$ cat src/rtl/alu_exec_ctrl.sv
// alu_exec_ctrl: Q1..Q4 execute sequencer for the PIC16C5x ALU datapath.
// Optional conditional skips (DECFSZ/INCFSZ/BTFSC/BTFSS): ALU_CTRL_SKIP_EN.
`ifndef ALU_FUNC_WIDTH
`define ALU_FUNC_WIDTH 5
`define ALU_IDLE  5'd0
`define ALU_ADDWF 5'd1
`define ALU_SUBWF 5'd2
`define ALU_ANDWF 5'd3
`define ALU_IORWF 5'd4
`define ALU_XORWF 5'd5
`define ALU_COMF  5'd6
`define ALU_DECF  5'd7
`define ALU_INCF  5'd8
`define ALU_MOVF  5'd9
`define ALU_RLF   5'd10
`define ALU_RRF   5'd11
`define ALU_SWAPF 5'd12
`define ALU_BCF   5'd13
`define ALU_BSF   5'd14
`define ALU_ANDLW 5'd15
`define ALU_IORLW 5'd16
`define ALU_XORLW 5'd17
`endif

module alu_exec_ctrl #(
  parameter int INST_WIDTH  = 12,
  parameter int FADDR_WIDTH = 5
) (
  input  logic                       clk,
  input  logic                       rst,
  input  logic [INST_WIDTH-1:0]      instIn,
  input  logic                       instValid,
  output logic                       instReady,
  input  logic [7:0]                 fDataIn,
  input  logic [7:0]                 aluResultIn,
  output logic [`ALU_FUNC_WIDTH-1:0] aluFuncOut,
  output logic [2:0]                 bitSelOut,
  output logic [7:0]                 litOut,
  output logic [FADDR_WIDTH-1:0]     fAddrOut,
  output logic                       fReadEn,
  output logic                       fWriteEn,
  output logic                       wWriteEn,
  output logic                       wSrcLit,
  output logic                       ALU_En,
  output logic                       skipOut,
  output logic [1:0]                 phaseOut,
  output logic                       busyOut
);

  typedef enum logic [2:0] {
    S_IDLE,
    S_Q1,
    S_Q2,
    S_Q3,
    S_Q4
  } state_t;

  state_t                  state_q, state_d;
  logic [INST_WIDTH-1:0]   inst_q, inst_d;
  logic                    accept;
  logic                    live;

  logic [`ALU_FUNC_WIDTH-1:0] func_c;
  logic rd_c;
  logic use_d;
  logic wf_fix;
  logic ww_fix;
  logic aen_c;
  logic lit0_c;
  logic wlit_c;
  logic skz_c;
  logic btc_c;
  logic bts_c;
  logic wr_f;
  logic wr_w;

  // Phase sequencer: next state, handshake and phase/busy outputs
  always_comb begin
    state_d   = state_q;
    instReady = 1'b0;
    busyOut   = 1'b0;
    phaseOut  = 2'd0;
    unique case (state_q)
      S_IDLE: begin
        instReady = 1'b1;
        if (instValid) state_d = S_Q1;
      end
      S_Q1: begin
        busyOut  = 1'b1;
        phaseOut = 2'd0;
        state_d  = S_Q2;
      end
      S_Q2: begin
        busyOut  = 1'b1;
        phaseOut = 2'd1;
        state_d  = S_Q3;
      end
      S_Q3: begin
        busyOut  = 1'b1;
        phaseOut = 2'd2;
        state_d  = S_Q4;
      end
      S_Q4: begin
        busyOut   = 1'b1;
        phaseOut  = 2'd3;
        instReady = 1'b1;
        state_d   = instValid ? S_Q1 : S_IDLE;
      end
      default: state_d = S_IDLE;
    endcase
  end

  assign accept = instReady & instValid;

  // Instruction register loads only on an accepted handshake
  always_comb begin
    inst_d = inst_q;
    if (accept) inst_d = instIn;
  end

  // Decode the held instruction word into function and strobe classes
  always_comb begin
    func_c = `ALU_IDLE;
    rd_c   = 1'b0;
    use_d  = 1'b0;
    wf_fix = 1'b0;
    ww_fix = 1'b0;
    aen_c  = 1'b0;
    lit0_c = 1'b0;
    wlit_c = 1'b0;
    skz_c  = 1'b0;
    btc_c  = 1'b0;
    bts_c  = 1'b0;
    unique casez (inst_q[11:0])
      12'b0000_001?_????: begin
        func_c = `ALU_IORLW;
        lit0_c = 1'b1;
        wf_fix = 1'b1;
      end
      12'b0000_010?_????: begin
        func_c = `ALU_ANDLW;
        lit0_c = 1'b1;
        ww_fix = 1'b1;
        aen_c  = 1'b1;
      end
      12'b0000_011?_????: begin
        func_c = `ALU_ANDLW;
        lit0_c = 1'b1;
        wf_fix = 1'b1;
        aen_c  = 1'b1;
      end
      12'b0000_10??_????: begin
        func_c = `ALU_SUBWF;
        rd_c = 1'b1; use_d = 1'b1; aen_c = 1'b1;
      end
      12'b0000_11??_????: begin
        func_c = `ALU_DECF;
        rd_c = 1'b1; use_d = 1'b1; aen_c = 1'b1;
      end
      12'b0001_00??_????: begin
        func_c = `ALU_IORWF;
        rd_c = 1'b1; use_d = 1'b1; aen_c = 1'b1;
      end
      12'b0001_01??_????: begin
        func_c = `ALU_ANDWF;
        rd_c = 1'b1; use_d = 1'b1; aen_c = 1'b1;
      end
      12'b0001_10??_????: begin
        func_c = `ALU_XORWF;
        rd_c = 1'b1; use_d = 1'b1; aen_c = 1'b1;
      end
      12'b0001_11??_????: begin
        func_c = `ALU_ADDWF;
        rd_c = 1'b1; use_d = 1'b1; aen_c = 1'b1;
      end
      12'b0010_00??_????: begin
        func_c = `ALU_MOVF;
        rd_c = 1'b1; use_d = 1'b1; aen_c = 1'b1;
      end
      12'b0010_01??_????: begin
        func_c = `ALU_COMF;
        rd_c = 1'b1; use_d = 1'b1; aen_c = 1'b1;
      end
      12'b0010_10??_????: begin
        func_c = `ALU_INCF;
        rd_c = 1'b1; use_d = 1'b1; aen_c = 1'b1;
      end
      12'b0011_00??_????: begin
        func_c = `ALU_RRF;
        rd_c = 1'b1; use_d = 1'b1; aen_c = 1'b1;
      end
      12'b0011_01??_????: begin
        func_c = `ALU_RLF;
        rd_c = 1'b1; use_d = 1'b1; aen_c = 1'b1;
      end
      12'b0011_10??_????: begin
        func_c = `ALU_SWAPF;
        rd_c = 1'b1; use_d = 1'b1;
      end
      12'b0100_????_????: begin
        func_c = `ALU_BCF;
        rd_c = 1'b1; wf_fix = 1'b1;
      end
      12'b0101_????_????: begin
        func_c = `ALU_BSF;
        rd_c = 1'b1; wf_fix = 1'b1;
      end
      12'b1100_????_????: begin
        ww_fix = 1'b1;
        wlit_c = 1'b1;
      end
      12'b1101_????_????: begin
        func_c = `ALU_IORLW;
        ww_fix = 1'b1; aen_c = 1'b1;
      end
      12'b1110_????_????: begin
        func_c = `ALU_ANDLW;
        ww_fix = 1'b1; aen_c = 1'b1;
      end
      12'b1111_????_????: begin
        func_c = `ALU_XORLW;
        ww_fix = 1'b1; aen_c = 1'b1;
      end
`ifdef ALU_CTRL_SKIP_EN
      12'b0010_11??_????: begin
        func_c = `ALU_DECF;
        rd_c = 1'b1; use_d = 1'b1; skz_c = 1'b1;
      end
      12'b0011_11??_????: begin
        func_c = `ALU_INCF;
        rd_c = 1'b1; use_d = 1'b1; skz_c = 1'b1;
      end
      12'b0110_????_????: begin
        rd_c = 1'b1; btc_c = 1'b1;
      end
      12'b0111_????_????: begin
        rd_c = 1'b1; bts_c = 1'b1;
      end
`endif
      default: ;
    endcase
  end

  assign wr_f = wf_fix | (use_d & inst_q[5]);
  assign wr_w = ww_fix | (use_d & ~inst_q[5]);

  assign aluFuncOut = func_c;
  assign bitSelOut  = inst_q[7:5];
  assign litOut     = lit0_c ? 8'h00 : inst_q[7:0];
  assign fAddrOut   = inst_q[FADDR_WIDTH-1:0];

`ifdef ALU_CTRL_SKIP_EN
  logic pend_q, pend_d;
  logic annul_q, annul_d;
  logic skip_hit;
  logic skip_now;
  logic sel_bit;

  assign live = ~annul_q;

  // Skip resolution in Q4 and hand-off of the annul flag to the next word
  always_comb begin
    sel_bit  = fDataIn[inst_q[7:5]];
    skip_hit = (skz_c & (aluResultIn == 8'h00)) |
               (btc_c & ~sel_bit) |
               (bts_c & sel_bit);
    skip_now = (state_q == S_Q4) & live & skip_hit;
    pend_d   = pend_q;
    annul_d  = annul_q;
    if (accept) begin
      annul_d = pend_q | skip_now;
      pend_d  = 1'b0;
    end else if (skip_now) begin
      pend_d = 1'b1;
    end
  end

  assign skipOut = skip_now;

  // Skip bookkeeping registers
  always_ff @(posedge clk or posedge rst) begin
    if (rst) begin
      pend_q  <= 1'b0;
      annul_q <= 1'b0;
    end else begin
      pend_q  <= pend_d;
      annul_q <= annul_d;
    end
  end
`else
  logic unused_skip_inputs;

  assign live    = 1'b1;
  assign skipOut = 1'b0;
  assign unused_skip_inputs = ^{aluResultIn, fDataIn,
                                skz_c, btc_c, bts_c};
`endif

  // Phase-gated strobes; an annulled word drives none of them
  always_comb begin
    fReadEn  = live & (state_q == S_Q2) & rd_c;
    fWriteEn = live & (state_q == S_Q4) & wr_f;
    wWriteEn = live & (state_q == S_Q4) & wr_w;
    wSrcLit  = live & (state_q == S_Q4) & wlit_c;
    ALU_En   = live & (state_q == S_Q4) & aen_c;
  end

  // State and instruction registers
  always_ff @(posedge clk or posedge rst) begin
    if (rst) begin
      state_q <= S_IDLE;
      inst_q  <= '0;
    end else begin
      state_q <= state_d;
      inst_q  <= inst_d;
    end
  end

endmodule
$ cat config.mk
export PLATFORM = sky130hd
export DESIGN_NAME = alu_exec_ctrl
export DESIGN_NICKNAME = d
export VERILOG_FILES = /design/src/rtl/alu_exec_ctrl.sv
export SDC_FILE = /design/constraint.sdc
export NUM_CORES = 1
export LEC_CHECK = 0
export CORE_MARGIN = 2
export CORE_UTILIZATION = 37
export DETAILED_ROUTE_END_ITERATION = 6
export GPL_TIMING_DRIVEN = 0
export PLACE_DENSITY = 0.82
export SYNTH_ARGS = -nofsm -noshare
export SYNTH_HDL_FRONTEND = slang
export SYNTH_SLANG_ARGS = --single-unit
export TNS_END_PERCENT = 30
$ cat constraint.sdc
create_clock -name clk -period 1.7 [get_ports clk]
set_input_delay 0.255 -clock clk [delete_from_list [all_inputs] [get_ports clk]]
set_output_delay 0.255 -clock clk [all_outputs]
set_load 0.005 [all_outputs]
## Word level (Yosys, flattened, before mapping)

Index checks and enable logic that the tools add are counted.

- Logic and storage cells: 65
- Input port bits: 31
- Output and inout port bits: 31
- Register bits after elaboration: 15

- Bitwise operators: 11
- Multiplexer cells: 15
- Reductions and logical operators: 11
- Equal/unequal tests: 26

Operators by type and width:

| cell | number |
|---|---|
| $pmux W5 S17 | 1 |
| $eq A6 B4 Y1 const B | 6 |
| $eq A6 B3 Y1 const B | 4 |
| $eq A4 B4 Y1 const B | 4 |
| $reduce_or A16 Y1 | 1 |
| $pmux W3 S5 | 1 |
| $eq A7 B2 Y1 const B | 2 |
| $reduce_or A14 Y1 | 1 |
| $eq A6 B2 Y1 const B | 2 |
| $reduce_or A12 Y1 | 1 |
| $mux W1 | 10 |
| $and A1 B1 Y1 | 8 |
| $eq A4 B3 Y1 const B | 2 |
| $mux W8 | 1 |
| $reduce_or A4 Y1 | 2 |
| $eq A7 B1 Y1 const B | 1 |
| $eq A3 B2 Y1 const B | 2 |
| $pmux W2 S3 | 1 |
| $reduce_or A3 Y1 | 2 |
| $reduce_or A5 Y1 | 1 |
| $reduce_or A2 Y1 | 2 |
| $eq A3 B1 Y1 const B | 1 |
| $eq A3 B3 Y1 const B | 1 |
| $logic_not A3 Y1 | 1 |
| other kinds (4) | 5 |

## Depth between registers and ports, before layout

Gate-level depths: netlist of run 1.

- Depth after elaboration: 6
- Mapped depth: 6
- Gate-level depth less buffers: 4

## Worst setup path before layout of run 1

Ideal clock, no wire load.

- Path kind: reg2out
- From: reg inst_q[8]
- To: out litOut[2]
- Buffers on the path: 1
- Arrival: 1.268 ns
- Required time: 1.445 ns
- Cell stages (with the launch flop): 6
- Path slack: 0.177 ns
- Path through: dfrtp_1 -> buf_6 -> nor3_2 -> nand2_1 -> a21oi_1 -> and2b_1

- Longest elaborated chain between the ends: 4
- Elaborated cells on any way between the ends: 6
- Classes of those cells: eq/ne: 3; mux: 2; reduce/logical: 1

RTL lines:

| item | RTL line | text |
|---|---|---|
| start, declared | 59 | `logic [INST_WIDTH-1:0] inst_q, inst_d;` |
| start signal, assigned | 315 | `inst_q <= inst_d;` |
| $eq A7 B2 Y1 or $eq A7 B1 Y1 (tied branches) | 134 | `unique casez (inst_q[11:0])` |
| $reduce_or A3 Y1 (no line) * | -- |  |
| $mux W1 * | 134 |  |
| $mux W8 * | 249 | `assign litOut = lit0_c ? 8'h00 : inst_q[7:0];` |
| end, declared | 38 | `output logic [7:0] litOut,` |

Mark *: on every way between the ends. The rest lies on a longest branch, timed or not.

## Worst setup path after layout of run 1

- From: reg inst_q[11]
- To: out litOut[2]

Same word-level chain as after synthesis.

==> results list, run 1 <==
- For this run the aggregate overflow at the end of global routing stands at 0.
- Max_slew headroom: 0.580
- DRC violation count after routing: 0
* Multiplexer area fraction after synthesis: 0.112
* Crit-path cells: buf_4, nor2_4, nand2_2, a21oi_4, buf_6, and2b_1, buf_2
- Share of final-layout standard cells stronger than drive strength 1: 0.522
* Status: finished, violations left
- Setup repair after global routing could not meet its margin everywhere.
- The first detailed-routing pass ran for 5 iterations.
- For this run, the top clock speed supported by timing is ~500 MHz.
* Die outline area: about 3300 um2
* Most used cells in the layout excluding fill and tap cells: sky130_fd_sc_hd__buf_4 (38), sky130_fd_sc_hd__clkdlybuf4s50_1 (23), sky130_fd_sc_hd__buf_2 (11), sky130_fd_sc_hd__buf_6 (9), sky130_fd_sc_hd__dfrtp_1 (9)
- Across the routed clock network, the largest skew measured is roughly 0.0016 ns.
- Of the total synthesized cell area, the portion taken by full adders, half adders and majority gates is 0.
- I/O pin total: 62
- Clock sink count: 15
* Number of hold buffers added after CTS: 0
- Num CTS Buffers: 3
- Compared with the post-synthesis result, the final layout area differs by 82.2%.
* Core region area: 2730 um2
* Total standard cell area after synthesis: between 1000 and 1500 um2
* Clock insertion delay at the later pin of the skew report: roughly 0.29 ns
- CTS placed an instance of sky130_fd_sc_hd__clkbuf_4 at the clock tree root.
* Avg WL per Cell: 17.7 um
- 0 antenna diodes ended up in the layout.
* EDFF count, synth: 0
* Fraction of the yosys area taken by sequential cells: 0.355
* Worst stage delay on the critical path: 0.40 ns
- Per-instance average area after synthesis: 8.68 um2
- Time the worst path needs with I/O delays and setup: between 2 and 2.5 ns
- Most common cell after layout, fill and taps aside: sky130_fd_sc_hd__buf_4
- After synthesis, the share of flip-flops with an asynchronous set or reset is 1.00.
- Final core utilization: 0.705
- Of the total synthesized cell area, the portion taken by AND, OR, NAND and NOR gates is 0.195.
* Critical path data arrival time: between 1.5 and 2 ns
- Worst Setup Start Kind: register
- Maximum buffer depth of the clock tree: 2
- Across every metal layer, demand over resource in global routing totals 0.252.
- In the post-route analysis, the smallest setup slack over all paths is -0.306 ns.
* Estimated wirelength of the detail-placed design: 2230 um
- Measured slew at the worst slew-check pin: between 0.6 and 0.7 ns
- Compound-gate portion of the synthesized area: 0.178
- Count of synthesis-stage warnings from yosys: 0
- Of the total synthesized cell area, the portion taken by XOR and XNOR cells is 0.0165.
* Row count: 19
* Die Span X: ~57 um
- VDD sags by at most between 0.001 and 0.0015 V.
- Final period utilization: 1.18
- TritonCTS clock tree: done
- Data on the critical path is required at its endpoint by 1.44 ns.
- At the end of the flow, the number of nets in the layout was 235.
* Leakage: 0.000898 uW
* Final non-filler cell area: 1930 um2
- The count of endpoints failing hold in the final timing report was 0.
- Distinct cell type count after synthesis: 35
* Antenna violations before repair: 0
* Wire length of the first global-routing pass: approximately 6300 um
- Cell Pwr Density: about 2100 nW/um2
- CTS built an H-tree with a depth of 1.
- After synthesis, the largest family of logic cells by area is simple AND/OR/NAND/NOR gates.
- The count of buffers added on input and output ports is 44.
- Largest fanout of any net on the critical path: 7
- The number of max-slew violations in the final report is 0.
* Final setup violation count: 17
- Maximum number of pins on one net before global-route repair: 16
* Initial Util: 0.387
- The checks that failed: negative setup slack.
* Critical-path top delay cell: sky130_fd_sc_hd__dfrtp_1
* Reg clk slew, reported paths: 0.10 ns
* Setup WS pre-CTS: -0.538 ns
- Summed over all layers, the routed wires come to about 4100 um.
- In the routed layout, each cell is associated on average with a via count of roughly 5.6.
* Prevailing post-synth register cell: sky130_fd_sc_hd__dfrtp_1
- The finished layout holds ~230 standard cells, fillers aside.
- Antenna-violating nets left: 0
- Crit-path leading delay family: simple AND/OR/NAND/NOR gates
- Crit path capture type: output pin
- The critical path contains buffers and inverters numbering 3 combined.
* Die boundary height: 57.5 um
- Count of max-cap constraint violations: 0
- Syn Nets: approximately 150
- The placed instances occupy a cell area of ~1500 um2.
- Final RePlAce weighted congestion: 0.838
- Count of fill cells added during filler insertion: 200
- Type of the worst setup path: register to output pin
* Via Count: around 1300
- Post-synthesis instance total: between 100 and 150
- In this run, the number of DRC markers left after iteration 0 of detailed routing was roughly 100.
- Type of the worst min-delay path: input port to async pin
- Number of placed cells counting well taps: 197
* Synthesis-stage register bit count: 15
- The via count of the first global-routing pass was 1302.
==> final cells by class <==
class	count	area, um2	area share
Inverter	6	32.5	0.0169
Buffer	18	166	0.0863
Multi-Input combinational cell	83	642	0.333
Clock inverter	1	5.00	0.00260
Timing Repair Buffer	77	638	0.331
Tap cell	31	38.8	0.0201
Sequential cell	15	383	0.199
Clock buffer	3	22.5	0.0117
==> path summary, 6_finish.rpt <==
check                      startpoint          to  slack, ns  cells past startpoint
setup / recovery           inst_q[11]   litOut[2]      -0.31                      7
hold / removal                    rst   inst_q[3]       0.33                      2
setup reg to reg           state_q[1]   inst_q[1]       0.25                      5
hold reg to reg            state_q[2]  state_q[1]       0.52                      1
max in group asynchronous         rst   inst_q[9]       0.92                      2
min in group clk           state_q[2]  state_q[1]       0.52                      1
==> power by group <==
part           leakage [uW]  switching [uW]  internal, uW
logic              0.000706            1360          1740
registers          0.000174             225           549
clock network     0.0000177             127          87.4
total              0.000898            1710          2370
==> per-stage QoR <==
step           setup TNS [ns]  hold WS (ns)  power, uW
3_3_place_gp            -4.84         0.507       2890
2_1_floorplan               0         0.156       1920
6_report                -3.34         0.334       4080
3_5_place_dp            -5.09         0.520       2960
4_1_cts                 -3.35         0.334       3690
5_1_grt                 -4.85         0.378       4310
==> cells in the mapped netlist, drive strengths merged, types with 2 or more instances <==
| library cell | number | area, um2 |
|---|---|---|
| dfrtp | 15 | 375 |
| buf | 13 | 106 |
| o21ai | 11 | 55.1 |
| a21oi | 9 | 45.0 |
| mux2 | 9 | 109 |
| nor2 | 8 | 32.5 |
| nand2 | 7 | 26.3 |
| inv | 6 | 22.5 |
| clkbuf | 5 | 18.8 |
| nand2b | 5 | 31.3 |
| nor2b | 5 | 31.3 |
| a31oi | 3 | 18.8 |
| nand3 | 3 | 15.0 |
| and2b | 2 | 15.0 |
| nand4 | 2 | 12.5 |
| nor3 | 2 | 15.0 |
| nor4 | 2 | 12.5 |
| o22ai | 2 | 12.5 |
| xnor2 | 2 | 17.5 |
==> layer usage <==
layer / wire length (um) / global-route usage
met1: 1550 / 0.279
met3: 307 / 0.0567
met5: 0 / 0
met2: 2180 / 0.443
met4: 108 / 0.136
==> cells by family (layout without fill, tap and decap cells) <==
family          after synthesis  after routing
other cells                   1              1
buf+inv                      24            105
simple gates                 38             38
flops                        15             15
mux                          10             10
xor+xnor                      2              2
compound gates               32             32
==> sequential cells by signal (all words and copies together), names as in the netlist <==
| name | cells |
|---|---|
| inst_q | 12 |
| state_q | 3 |
==> what timing repair did <==
action,in CTS,in global routing
pin swaps,5,6
gates resized for setup,90,26
buffers inserted,28,7
setup endpoints to repair,22,21
No activity file was read; power rests on OpenSTA's default activity.
==> inputs of run 2 (changes only) <==
--- a/config.mk
+++ b/config.mk
@@ -10,6 +10,7 @@
 export DETAILED_ROUTE_END_ITERATION = 6
 export GPL_TIMING_DRIVEN = 0
 export PLACE_DENSITY = 0.82
+export REMOVE_ABC_BUFFERS = 1
 export SYNTH_ARGS = -nofsm -noshare
 export SYNTH_HDL_FRONTEND = slang
 export SYNTH_SLANG_ARGS = --single-unit
==> run 2 against run 1 <==
Compared with the run above:
- the flow still finishes with violations (negative setup slack)
- critical path type unchanged
- routed wire length fell by 0.34%
- via count fell by 3.2%
- design area fell by 4.8%
- critical endpoint is now fWriteEn
==> results list, run 2 (same netlist as run 1, synthesis figures left out) <==
* Estimated wirelength of the detail-placed design: 2000 um (was 2230 um)
* Drt via density: 5.82 (was 5.55)
- The power density over the cells is 2150 nW/um2 (was 2120 nW/um2).
* DRC violation count after routing: 0 (unchanged)
* Crit path required time: 1.44 ns (about the same)
- The largest fanout on the critical path is 5 (was 7).
* Num CTS Buffers: 3 (unchanged)
- The type of element capturing the critical path was an output pin (unchanged).
- The final critical-path required period came to 1.94 ns (was 2.01 ns).
* Initial Util: 0.387 (unchanged)
- The global router's overall resource usage came to 0.238 (was 0.252).
- Avg WL per Cell: 19.1 um (was 17.7 um)
- Aggregate negative setup slack: -3.04 ns (was -3.34 ns)
* Worst path most repeated cell: sky130_fd_sc_hd__buf_6
- The fraction of power spent switching nets came to 0.434 (was 0.419).
- The clock transition at the register clock pins on the worst setup and hold paths after CTS came to 0.09 ns (was 0.10 ns).
- Post-route setup slack: -0.241 ns (was -0.306 ns)
- Nets: 217 (was 235)
* Worst Hold Margin: 0.357 ns (was 0.334 ns)
- The number of failing setup endpoints in the final timing report was 19 (was 17).
- Worst stage delay on the critical path: 0.48 ns (was 0.40 ns)
- Most used cells in the layout excluding fill and tap cells: sky130_fd_sc_hd__clkdlybuf4s50_1 (23), sky130_fd_sc_hd__buf_4 (20), sky130_fd_sc_hd__buf_2 (13), sky130_fd_sc_hd__buf_6 (12), sky130_fd_sc_hd__dfrtp_2 (8) (was sky130_fd_sc_hd__buf_4 (38), sky130_fd_sc_hd__clkdlybuf4s50_1 (23), sky130_fd_sc_hd__buf_2 (11), sky130_fd_sc_hd__buf_6 (9), sky130_fd_sc_hd__dfrtp_1 (9)).
- Total Routed Length: 4130 um (was 4150 um)
- Via Count: 1258 (was 1299)
- The fraction of layout instances using a drive strength above 1 came to 0.508 (was 0.522).
* Number of flip-flops in the largest register: 12 (unchanged)
- The achievable clock frequency is 515 MHz (was 498 MHz).
* Antenna violations before repair: 0 (unchanged)
- Maximum buffer depth of the clock tree: 2 (unchanged)
- The class of the worst hold path is input port to async pin (unchanged).
- Count of max-cap constraint violations: 0 (unchanged)
* Maximum number of pins on one net before global-route repair: 17 (was 16)
- Most common cell after layout, fill and taps aside: sky130_fd_sc_hd__clkdlybuf4s50_1 (was sky130_fd_sc_hd__buf_4)
* Type of the worst setup path: register to output pin (unchanged)
- Leakage: 0.000808 uW (was 0.000898 uW)
* Number of hold buffers added after CTS: 0 (unchanged)
- Grt total ovfl: 0 (unchanged)
- The final cell area excluding filler cells is 1840 um2 (was 1930 um2).
* Die Span X: 57.5 um (unchanged)
* Area overhead of the layout relative to synthesis: 73.4% (was 82.2%)
- The number of H-tree levels came to 1 (unchanged).
- The count of standard-cell rows was 19 (unchanged).
- The post-detailed-placement cell area was 1410 um2 (was 1540 um2).
- Setup WS pre-CTS: -0.666 ns (was -0.538 ns)
- The sequential share of power was 0.215 (was 0.190).
- Critical path data arrival time: 1.69 ns (was 1.75 ns)
* Core region area: 2730 um2 (unchanged)
- The number of violations reported at the end of detailed-routing iteration 0 is 39 (was 104).
- Unrepaired setup endpoints after global routing: yes (unchanged)
- The count of input and output buffers is 44 (unchanged).
- The cell at the root of the clock tree is sky130_fd_sc_hd__clkbuf_4 (unchanged).
- The normalized max-slew margin came to 0.639 (was 0.580).
- Final RePlAce weighted congestion: 0.773 (was 0.838)
- Measured slew at the worst slew-check pin: 0.541 ns (was 0.630 ns)
- The total die area came to 3300 um2 (unchanged).
- Vias in the first global route: 1293 (was 1302)
- Diodes inserted: 0 (unchanged)
- Peak supply drop: 0.00140 V (about the same)
- Failing checks: negative setup slack (unchanged)
* Buf+Inv Stages, Crit Path: 3 (unchanged)
* Combinational fraction of design power: 0.735 (was 0.758)
- The vertical extent of the die was 57.5 um (unchanged).
- The TritonCTS clock tree is done (unchanged).
* Worst Setup Start Kind: register (unchanged)
* Part of the power in the clock network: 0.050 (was 0.052)
- The switching power of the nets was 1710 uW (about the same).
- Final core utilization: 0.671 (was 0.705)
- I/O pin total: 62 (unchanged)
* Crit-path cells: buf_6, buf_6, or3_4, a21oi_4, buf_2 (was buf_4, nor2_4, nand2_2, a21oi_4, buf_6, and2b_1, buf_2)
* Wire length of the first global-routing pass: 6080 um (was 6340 um)
- Int Pwr: 2230 uW (was 2370 uW)
- Largest registers: inst_q x12, state_q x3 (unchanged).
- Post-Route Skew: 0.00115 ns (was 0.00162 ns)
- Final period utilization: 1.14 (was 1.18)
- Clock sink count: 15 (unchanged)
* Crit-path leading delay family: flip-flops (was simple AND/OR/NAND/NOR gates)
- Largest register by flop count: inst_q (unchanged)
- The insertion delay to the later sink of the worst-skew pair is 0.27 ns (was 0.29 ns).
* Status: finished, violations left (unchanged)
- Count of TritonRoute iterations in the first routing pass: 4 (was 5)
* Max-slew violation count: 0 (unchanged)
* Critical-path top delay cell: sky130_fd_sc_hd__dfrtp_2 (was sky130_fd_sc_hd__dfrtp_1)
- Final Hold Fails: 0 (unchanged)
- Antenna-violating nets left: 0 (unchanged)
[run 2: path summary, 6_finish.rpt]
check | from | cells after the start | slack (ns) | to
min in group clk | state_q[2] | 1 | 0.53 | state_q[1]
max in group asynchronous | rst | 2 | 0.96 | state_q[0]
hold reg to reg | state_q[2] | 1 | 0.53 | state_q[1]
setup / recovery | inst_q[9] | 5 | -0.24 | fWriteEn
hold / removal | rst | 2 | 0.36 | inst_q[3]
setup reg to reg | state_q[0] | 3 | 0.26 | inst_q[3]
[run 2: per-stage QoR]
stage,cells,power (uW)
after floorplan,104,1690
after global placement,179,2630
after detailed placement,179,2690
after CTS,212,3470
after global routing,216,4150
final,216,3940
[run 2: timing repair]
action,4_1_cts,5_1_grt
buffers inserted,29,4
endpoints found under the hold margin,0,0
resized for setup,97,29
gates cloned,0,0
endpoints found under the setup margin,21,21
pin swaps,9,11
[run 2: area by class of cell]
class                      instances  area (um2)
multi-input combinational         83         676
tap                               31        38.8
sequential                        15         385
fill                             167         898
clock buffer                       3        22.5
timing repair buffer              77         674
clock inverter                     1        5.00
inverter                           6        33.8
[run 2: power by group through the flow]
stage	sequential, uW	clock [uW]	combinational [uW]
5_1_grt	867	221	3060
2_1_floorplan	806	0	880
4_1_cts	806	202	2460
6_report	847	196	2900
3_5_place_dp	881	0	1810
3_3_place_gp	857	0	1770
[run 2: per-layer routing]
| metal | part of all wire | up-vias | global-route usage |
|---|---|---|---|
| li1 | - | 540 | - |
| met1 | 0.33 | 590 | 0.244 |
| met2 | 0.51 | 93 | 0.433 |
| met3 | 0.090 | 35 | 0.0635 |
| met4 | 0.067 | 0 | 0.126 |
| met5 | 0 | - | 0 |
==> inputs of run 3 (changes only) <==
--- a/config.mk
+++ b/config.mk
@@ -11,6 +11,7 @@
 export GPL_TIMING_DRIVEN = 0
 export PLACE_DENSITY = 0.82
 export REMOVE_ABC_BUFFERS = 1
+export SETUP_SLACK_MARGIN = 0.3
 export SYNTH_ARGS = -nofsm -noshare
 export SYNTH_HDL_FRONTEND = slang
 export SYNTH_SLANG_ARGS = --single-unit
==> run 3 against run 2 <==
Compared with the run above:
- the flow still finishes with violations (negative setup slack)
- sequential power rose by 2%
- setup slack improved by 0.0056 ns
- final cell count is 3.2% higher
- largest power group unchanged
==> results list, run 3 (same netlist as run 1, synthesis figures left out) <==
* Maximum number of pins on one net before global-route repair: 17 (unchanged)
- The number of max-slew violations in the final report is 0 (unchanged).
- The count of nets left with antenna violations after detail routing was 0 (unchanged).
- Total Routed Length: 4390 um (was 4130 um)
* Drt via density: 5.78 (was 5.82)
* Max_slew headroom: 0.610 (was 0.639)
- Die Span X: 57.5 um (unchanged)
- The diode insertion count for antenna repair was 0 (unchanged).
- Most common cell after layout, fill and taps aside: sky130_fd_sc_hd__buf_4 (was sky130_fd_sc_hd__clkdlybuf4s50_1)
* Clock sink count: 15 (unchanged)
* Largest registers: inst_q x12, state_q x3 (unchanged)
* TritonCTS clock tree: done (unchanged)
- The via count of the first global-routing pass came to 1318 (was 1293).
* CTS root buf: sky130_fd_sc_hd__clkbuf_4 (unchanged)
* Number of hold buffers added after CTS: 0 (unchanged)
- Setup WS pre-CTS: -0.666 ns (unchanged)
* Estimated wirelength of the detail-placed design: 2000 um (unchanged)
* Core region area: 2730 um2 (unchanged)
- Type of the worst setup path: register to output pin (unchanged)
- The type of element capturing the critical path was an output pin (unchanged).
- Share of final-layout standard cells stronger than drive strength 1: 0.589 (was 0.508)
- Unrepaired setup endpoints after global routing: yes (unchanged)
* Overall fraction of global-route tracks in use: 0.248 (was 0.238)
- The worst clock skew is 0.0104 ns (was 0.00115 ns).
* Clock insertion delay at the later pin of the skew report: 0.29 ns (was 0.27 ns)
- The maximum vdd ir drop is 0.00132 V (was 0.00140 V).
- DRC violation count after routing: 0 (unchanged)
* Type of the worst min-delay path: input port to async pin (unchanged)
- The total die area is 3300 um2 (unchanged).
- Aggregate negative setup slack: -2.67 ns (was -3.04 ns)
* Wire length of the first global-routing pass: 6390 um (was 6080 um)
- Leakage: 0.000866 uW (was 0.000808 uW)
- The routed wire length per instance came to 19.7 um (was 19.1 um).
* I/O pin total: 62 (unchanged)
* Fmax: 517 MHz (was 515 MHz)
- Failing checks: negative setup slack (unchanged).
* Area overhead of the layout relative to synthesis: 77.1% (was 73.4%)
* Crit path required time: 1.44 ns (about the same)
- The max capacitance violation total was 0 (unchanged).
* Final setup violation count: 17 (was 19)
- The number of buffers created by CTS is 3 (unchanged).
- Final Hold Fails: 0 (unchanged)
* Most used cells in the layout excluding fill and tap cells: sky130_fd_sc_hd__buf_4 (26), sky130_fd_sc_hd__buf_2 (18), sky130_fd_sc_hd__clkdlybuf4s50_1 (14), sky130_fd_sc_hd__buf_6 (14), sky130_fd_sc_hd__dfrtp_2 (9) (was sky130_fd_sc_hd__clkdlybuf4s50_1 (23), sky130_fd_sc_hd__buf_4 (20), sky130_fd_sc_hd__buf_2 (13), sky130_fd_sc_hd__buf_6 (12), sky130_fd_sc_hd__dfrtp_2 (8))
* Violation count after the first detailed-route iteration: 46 (was 39)
- Final RePlAce weighted congestion: 0.773 (unchanged)
- The number of flip-flops under the largest register name is 12 (unchanged).
* Largest fanout of any net on the critical path: 2 (was 5)
- The power density over the cells was 2170 nW/um2 (was 2150 nW/um2).
* Antenna violations before repair: 0 (unchanged)
- The vertical extent of the die came to 57.5 um (unchanged).
- Final period utilization: 1.14 (about the same)
- The sort of element at the start of the critical path is a register (unchanged).
- The number of fill cells was 160 (was 167).
- The clock transition at the register clock pins on the worst setup and hold paths after CTS is 0.10 ns (was 0.09 ns).
- Nets: 224 (was 217)
* Time the worst path needs with I/O delays and setup: 1.94 ns (about the same)
* Post-route setup slack: -0.235 ns (was -0.241 ns)
- Critical path data arrival time: 1.68 ns (was 1.69 ns)
* Maximum buffer depth of the clock tree: 2 (unchanged)
* Grt total ovfl: 0 (unchanged)
- Via Count: 1288 (was 1258)
- PortBufs: 44 (unchanged)
* Count of TritonRoute iterations in the first routing pass: 4 (unchanged)
- Initial Util: 0.387 (unchanged)
* H-tree depth reported by CTS: 1 (unchanged)
- Row count: 19 (unchanged)
- Largest register by flop count: inst_q (unchanged)
- Status: finished, violations left (unchanged)
* Measured slew at the worst slew-check pin: 0.585 ns (was 0.541 ns)
[run 3: layout make-up]
class | count | area [um2] | share of cell area
clock inverter | 1 | 5.00 | 0.00267
timing repair buffer | 84 | 677 | 0.361
inverter | 6 | 33.8 | 0.0180
tap | 31 | 38.8 | 0.0207
multi-input combinational | 83 | 711 | 0.379
clock buffer | 3 | 22.5 | 0.0120
sequential | 15 | 387 | 0.206
[run 3: worst max-delay path, cell delays in order (launching register included)]
cell and delay, ns:
sky130_fd_sc_hd__dfrtp_2 0.46, sky130_fd_sc_hd__nor3_4 0.24, sky130_fd_sc_hd__nand2_2 0.11, sky130_fd_sc_hd__a21oi_4 0.15, sky130_fd_sc_hd__buf_6 0.12, sky130_fd_sc_hd__and2b_1 0.18
sky130_fd_sc_hd__buf_2 0.13
[run 3: routing by layer]
metal  GRT usage  routed length, um  up-vias
met5           0                  0        -
met4      0.0997                191        0
met3      0.0544                414       25
met2       0.468               2230       97
met1       0.264               1560      616
li1            -                  -      550
[run 3: path summary, 6_finish.rpt]
check | start | to | slack, ns | depth (start not counted)
max | inst_q[8] | litOut[4] | -0.24 | 6
min | rst | inst_q[1] | 0.33 | 2
max reg2reg | state_q[1] | inst_q[3] | 0.16 | 4
min reg2reg | inst_q[2] | inst_q[2] | 0.55 | 1
max in group asynchronous | rst | state_q[1] | 0.94 | 2
min in group clk | inst_q[2] | inst_q[2] | 0.55 | 1
[run 3: power breakdown]
| part | switching [uW] | total [uW] | internal, uW |
|---|---|---|---|
| logic | 1370 | 3000 | 1630 |
| clock network | 121 | 208 | 87.3 |
| registers | 305 | 862 | 556 |
[run 3: stage by stage]
| step | area, um2 | power, uW | util | cells | hold slack, ns |
|---|---|---|---|---|---|
| detailed placement | 1410 | 2690 | 0.517 | 179 | 0.517 |
| CTS | 1740 | 3500 | 0.637 | 213 | 0.357 |
| floorplan | 933 | 1690 | - | 104 | 0.156 |
| global route | 1870 | 4280 | 0.686 | 223 | 0.380 |
| global placement | 1410 | 2630 | 0.517 | 179 | 0.493 |
| finish | 1870 | 4070 | 0.686 | 223 | 0.334 |
[run 3: timing repair]
item | 4_1_cts | 5_1_grt
resized for setup | 122 | 41
pin swaps | 13 | 13
setup endpoints to repair | 36 | 32
buffers inserted | 30 | 10
